<file path="config.mk">
export PLATFORM = sky130hd
export DESIGN_NAME = clock_seq
export DESIGN_NICKNAME = d
export VERILOG_FILES = /design/src/rtl/clock_seq.sv
export SDC_FILE = /design/constraint.sdc
export NUM_CORES = 1
export LEC_CHECK = 0
export CORE_MARGIN = 2
export CORE_UTILIZATION = 55
export CTS_CLUSTER_DIAMETER = 80
export DETAILED_ROUTE_END_ITERATION = 10
export PLACE_DENSITY = 0.89
export SETUP_SLACK_MARGIN = 0.02
export SYNTH_ARGS = -nofsm -noshare
export SYNTH_HDL_FRONTEND = slang
export SYNTH_SLANG_ARGS = --single-unit
</file>
<file path="constraint.sdc">
create_clock -name i_clk -period 10.55 [get_ports i_clk]
set_input_delay 2.11 -clock i_clk [delete_from_list [all_inputs] [get_ports i_clk]]
set_output_delay 2.11 -clock i_clk [all_outputs]
set_load 0.05 [all_outputs]
</file>
<file path="src/rtl/clock_seq.sv">
// clock_seq: sequences the toggle-clock stage by emitting one-cycle rollover strobes
// every div system clocks. Define CLOCK_SEQ_BURST_EN to add the fixed-length BURST mode.
module clock_seq #(
    parameter int W_DIV       = 16,
    parameter int DEFAULT_DIV = 4
) (
    input  logic             i_clk,
    input  logic             i_reset,
    input  logic             i_run,
    input  logic             i_div_valid,
    input  logic [W_DIV-1:0] i_div,
    output logic             o_div_ready,
    output logic             o_roll_over,
    output logic             o_clk_level,
    output logic             o_running
`ifdef CLOCK_SEQ_BURST_EN
    ,
    input  logic [7:0]       i_burst_len,
    input  logic             i_burst_start,
    output logic             o_burst_done
`endif
);

    typedef enum logic [1:0] {
        S_IDLE  = 2'd0,
        S_RUN   = 2'd1,
        S_DRAIN = 2'd2
`ifdef CLOCK_SEQ_BURST_EN
        ,
        S_BURST = 2'd3
`endif
    } state_t;

    state_t           state_q, state_d;
    logic [W_DIV-1:0] count_q, count_d;
    logic [W_DIV-1:0] div_q, div_d;
    logic [W_DIV-1:0] eff_div;
    logic             roll_q, roll_d;
    logic             level_q, level_d;
    logic             running_q, running_d;
    logic             at_last;
    logic             roll_evt;
    logic             level_after;
    logic             div_ready;
`ifdef CLOCK_SEQ_BURST_EN
    logic [8:0]       rem_q, rem_d;
    logic             done_q, done_d;
`endif

    // A zero divisor behaves as one so the counter always has a terminal count.
    assign eff_div     = (div_q == '0) ? W_DIV'(1) : div_q;
    assign at_last     = (count_q == eff_div - W_DIV'(1));
    assign roll_evt    = (state_q != S_IDLE) && at_last;
    assign level_after = level_q ^ roll_evt;

    always_ff @(posedge i_clk or negedge i_reset) begin
        if (!i_reset) begin
            state_q   <= S_IDLE;
            count_q   <= '0;
            div_q     <= W_DIV'(DEFAULT_DIV);
            roll_q    <= 1'b0;
            level_q   <= 1'b1;
            running_q <= 1'b0;
`ifdef CLOCK_SEQ_BURST_EN
            rem_q     <= '0;
            done_q    <= 1'b0;
`endif
        end else begin
            state_q   <= state_d;
            count_q   <= count_d;
            div_q     <= div_d;
            roll_q    <= roll_d;
            level_q   <= level_d;
            running_q <= running_d;
`ifdef CLOCK_SEQ_BURST_EN
            rem_q     <= rem_d;
            done_q    <= done_d;
`endif
        end
    end

    always_comb begin
        state_d = state_q;
        case (state_q)
            S_IDLE: begin
`ifdef CLOCK_SEQ_BURST_EN
                if (i_burst_start && (i_burst_len != 8'd0)) begin
                    state_d = S_BURST;
                end else
`endif
                if (i_run) begin
                    state_d = S_RUN;
                end
            end
            // A rollover on the stop edge lands first; the resulting level picks the exit.
            S_RUN: begin
                if (!i_run) begin
                    state_d = level_after ? S_IDLE : S_DRAIN;
                end
            end
            S_DRAIN: begin
                if (roll_evt) begin
                    state_d = S_IDLE;
                end
            end
`ifdef CLOCK_SEQ_BURST_EN
            S_BURST: begin
                if (roll_evt && (rem_q == 9'd1)) begin
                    state_d = S_IDLE;
                end
            end
`endif
            default: state_d = S_IDLE;
        endcase
    end

    always_comb begin
        if ((state_q == S_IDLE) || (state_d == S_IDLE) || at_last) begin
            count_d = '0;
        end else begin
            count_d = count_q + W_DIV'(1);
        end
        // Ready only on the last count of a period, so a new divisor starts on a boundary.
        div_ready = (state_q == S_IDLE) || ((state_q == S_RUN) && at_last);
        div_d     = (i_div_valid && div_ready) ? i_div : div_q;
        roll_d    = roll_evt;
        level_d   = level_after;
        running_d = (state_d == S_RUN) || (state_d == S_DRAIN);
`ifdef CLOCK_SEQ_BURST_EN
        rem_d  = rem_q;
        done_d = (state_q == S_BURST) && (state_d == S_IDLE);
        if ((state_q == S_IDLE) && (state_d == S_BURST)) begin
            rem_d = {i_burst_len, 1'b0};
        end else if ((state_q == S_BURST) && roll_evt) begin
            rem_d = rem_q - 9'd1;
        end
`endif
    end

    assign o_div_ready = div_ready;
    assign o_roll_over = roll_q;
    assign o_clk_level = level_q;
    assign o_running   = running_q;
`ifdef CLOCK_SEQ_BURST_EN
    assign o_burst_done = done_q;
`endif

endmodule

</file>
Word-level counts from Yosys, hierarchy flattened
Index checks and enable logic that the tools add are counted.

Flip-flop bits (word level): 37. Input port bits: 20. Output and inout bits: 4.

Reduce and logical (&&, ||, !) cells: 11. Mux-type cells: 7. Equal/unequal tests: 5. $add $sub $neg: 2. Bitwise logic cells: 1.

Operators with widths (count): 16-bit two-way mux (2); 16-bit by 1-bit adder with 16-bit output (second input constant) (1); 16-bit == test (1); 16-bit logical NOT (1); 16-bit by 1-bit subtractor with 16-bit output (second input constant) (1); 2-bit two-way mux (4); 2-bit case mux with 3 select lines (1); 2-bit by 1-bit == test with 1-bit output (second input constant) (2); 2-bit == test (second input constant) (2); 2-bit logical NOT (2); 1-bit logical OR (4); 1-bit logical AND (3); 2-bit nonzero test (1); 1-bit XOR (1).

Depth between registers and ports, before layout
Depth in word-level cells: 13. Gate-level depth with buffers: 18.

Least setup slack after synthesis
No wires, ideal clock.

Path type: register -> output. Start point: reg div_q[10]. End point: out o_div_ready. Buffers on the path: 1. Data required time: 8.440 ns. Setup slack: 4.579 ns. Stages on the path, launching flop included: 12. Arrival: 3.861 ns. Cells stage by stage: dfrtp_1 clkbuf_1 or4_4 nor4_2 a31oi_1 ha_1 xnor2_1 or4_1 a2111o_1 nor4_4 inv_1 a21oi_1.

Longest elaborated chain between the ends: 6.

Ends and longest elaborated chain: start, declared (RTL line 36) `logic [W_DIV-1:0] div_q, div_d;`; start signal, assigned (RTL line 60) `div_q <= W_DIV'(DEFAULT_DIV);`; start signal, assigned (RTL line 71) `div_q <= div_d;`; 16-bit logical NOT (RTL line 51) `assign eff_div = (div_q == '0) ? W_DIV'(1) : div_q;`; 16-bit two-way mux (*) (RTL line 51); 16-bit by 1-bit subtractor with 16-bit output (*) (RTL line 52) `assign at_last = (count_q == eff_div - W_DIV'(1));`; 16-bit == test (*) (RTL line 52); 1-bit logical AND (*) (RTL line 124) `div_ready = (state_q == S_IDLE) || ((state_q == S_RUN) && at_last);`; 1-bit logical OR (*) (RTL line 124); end, declared (RTL line 12) `output logic o_div_ready,`.

Mark *: on every way between the ends. The rest lies on a longest branch, timed or not.

Final worst setup path
Start point: reg div_q[9]. End point: out o_div_ready.

Same word-level chain as after synthesis.

==> out/metrics.csv <==
stage,metric,value,unit
cts,total CTS buffers,5,
route,via density per instance,6.01,
grt,initial antenna violation count,0,
critical_path,Worst Path Required,8.44,ns
timing,fmax,152,MHz
synth,Cell variety after synth,45,
critical_path,worst r2r src,div_q[9],
timing,# setup viols final,0,
grt,total congestion overflow,0,
placement,RD Place Congestion,0.901,
cts,"Reg clk slew, reported paths",0.07,ns
synth,Yosys top cell area share,0.389,
cts,CTS tree,yes,
synth,YS warnings,0,
min_path,Hold Crit Endpoint,o_clk_level,
finish,fill count,331,
route,Post-DRT Antenna Nets,0,
placement,DP Wirelength,3610,um
grt,vias in the first global route,1695,
run,max-cap violation count,0,
synth,most instantiated library cell after synthesis,dfrtp_1,
synth,post-synthesis mux area share,0.101,
placement,Post-Place Worst Slack,4.30,ns
cts,clock root buffer,clkbuf_8,
critical_path,Worst R2R Path Depth,13,
synth,Post-synth top flop,dfrtp_1,
timing,final slew viol count,0,
synth,fraction of registers with async set/reset,1.00,
critical_path,Worst setup SP type,register,
placement,area post-placement,2490,sq um
timing,final worst slack,3.97,ns
finish,share of cells above drive strength 1,0.136,
synth,most instantiated cells after synthesis,"dfrtp_1, nor2_1, xor2_1",
die,I/O pin count,24,
synth,ranking of synthesized cells by area,"dfrtp_1, xor2_1, mux2_4, xnor2_1, nor2_1",
timing,crit path time final,6.58,ns
pwr,P per Cell Area,175,nW/um^2
route,Pre-antenna DRT Iters,4,
cts,Clock Sinks,37,
grt,first-pass GRT wire length,8220,um
finish,# diodes,0,
synth,Syn Inst Count,220,
route,Total Wirelength,5070,um
min_path,hold_sp,o_clk_level,
die,Die Width,68.0,um
synth,simple-gate share of the synthesized area,0.240,
finish,Non-Filler Instances,293,
critical_path,Critical Path AT,4.47,ns
timing,Tcrit/Tclk final,0.624,
die,Core Box Area,3970,sq um
placement,IO buf count,23,
route,number of remaining DRC errors,0,
critical_path,sequence of cells on the critical path,"or4_4, nor4_2, a31oi_1, ha_1, xnor2_1, or4_1, a2111o_1, nor4_4, inv_1, a21oi_1, clkdlybuf4s50_1",
critical_path,CP Class,register to output port,
timing,post-route clock skew,0.0111,ns
die,Die ar.,4630,sq um
synth,number of synthesized flops with an enable pin,0,
die,row cnt,23,
synth,mean post-synth cell area,10.2,sq um
synth,Compound-Gate Fraction of Synth Area,0.0661,
route,WL/cell,17.3,um
finish,P&R area growth vs syn,15.6,%
cts,Post-CTS Setup Inserts,0,
timing,final setup TNS,0,ns
critical_path,WP buf/inv,2,
synth,register area share after synthesis,0.412,
synth,mapped cell area,2250,sq um
synth,main combinational cell family by area after synthesis,simple AND/OR/NAND/NOR gates,
pwr,VDD IR max,0.0000758,V
route,routed via count,1762,
grt,largest net degree at the start of global routing,38,
synth,xor and xnor area share after synthesis,0.136,
synth,Mapped Nets,243,
critical_path,internal reg-to-reg setup slack,5.76,ns
pwr,Leakage Power,1.06,nW
synth,adder-cell area share of the yosys netlist,0.0167,
critical_path,"slowest stage delay, CP",0.81,ns
die,Die Height,68.0,um
critical_path,critical path's slowest cell,clkdlybuf4s50_1,
cts,worst skew pair latency,0.28,ns
synth,"area leader, netlist",dfrtp_1,
outcome,status,finished clean,
timing,Slew Limit Headroom,0.232,
cts,# resized after CTS,0,
timing,Worst-Margin Slew,1.15,ns
cts,clock buffer depth,2,
timing,Final Hold Fails,0,
cts,cts hold-fix bufs,0,
synth,Synth Register Bits,37,
pwr,Final Power,0.457,mW
critical_path,worst-path fanout max,8,
route,first-iteration detailed-routing DRC count,192,
timing,unrepaired setup endpoints after global routing,false,
die,Starting Density,0.567,
min_path,Hold Crit Class,register to register,
critical_path,Crit Reg-Reg Endpoint,count_q[15],
critical_path,"CP delay by family, top",simple AND/OR/NAND/NOR gates,
finish,fin area,2610,sq um
grt,GR Util All Layers,0.245,
finish,fin nets,265,
placement,DP Cell Count,285,
critical_path,crit end category,output port,
cts,H-tree depth,2,
min_path,WHS Path Cells,1,
-- flip-flops by register name (all words and copies together) (netlist names) --
name / cells
state_q: 2
div_q: 16
o_running: 1
count_q: 16
o_clk_level: 1
o_roll_over: 1
-- layout by cell type, fill, tap and decap left out, types with 7 or more instances in the layout --
master	netlist	final
nor2_1	28	28
mux2_4	10	10
clkdlybuf4s50_1	0	22
dfrtp_1	35	35
xor2_1	18	18
nand3_1	13	13
nor3_1	7	7
nand2_1	10	10
xnor2_1	17	17
-- final cells by class --
| cell class | count | area, sq um | area share |
|---|---|---|---|
| Tap cell | 50 | 62.6 | 0.0240 |
| Clock inverter | 2 | 38.8 | 0.0149 |
| Timing Repair Buffer | 23 | 225 | 0.0865 |
| Multi-Input combinational cell | 171 | 1260 | 0.485 |
| Sequential cell | 37 | 928 | 0.356 |
| Clock buffer | 6 | 72.6 | 0.0279 |
| Inverter | 4 | 15.0 | 0.00576 |
-- report_power, final --
group / switching, mW / internal [mW]
logic: 0.0677 / 0.0672
clock network: 0.0491 / 0.0709
registers: 0.0393 / 0.163
total: 0.156 / 0.301
-- through the flow --
stage | hold slack, ns | util
finish | 0.544 | 0.656
global route | 0.567 | 0.656
CTS | 0.546 | 0.656
detailed placement | 0.538 | 0.628
global placement | 0.527 | 0.628
floorplan | 0.485 | -
-- kinds of logic (layout without fill, tap and decap cells) --
| logic type | Yosys count | after routing |
|---|---|---|
| and+or+nand+nor | 95 | 95 |
| DFF | 37 | 37 |
| xor gates and xnor gates | 35 | 35 |
| AOI/OAI and AO/OA | 21 | 21 |
| muxes | 17 | 17 |
| buffers and inverters | 12 | 35 |
| adders and majority gates | 3 | 3 |
-- how the worst max path moves through the flow --
stage / start / to / slack [ns] / cells past startpoint
after floorplan: div_q[10] / o_div_ready / 4.58 / 11
after global placement: div_q[9] / o_div_ready / 4.35 / 11
after detailed placement: div_q[9] / o_div_ready / 4.30 / 11
after CTS: div_q[9] / o_div_ready / 3.99 / 11
after global routing: div_q[9] / o_div_ready / 3.68 / 11
final: div_q[9] / o_div_ready / 3.97 / 11
-- metal layers --
layer	vias to the layer above	share of wire	wire length (um)	GRT usage
met2	66	0.52	2620	0.426
met1	856	0.41	2060	0.297
li1	826	-	-	-
met3	14	0.054	273	0.0510
met4	0	0.024	120	0.0925
met5	-	0	0	0
No activity file was read; power rests on OpenSTA's default activity.
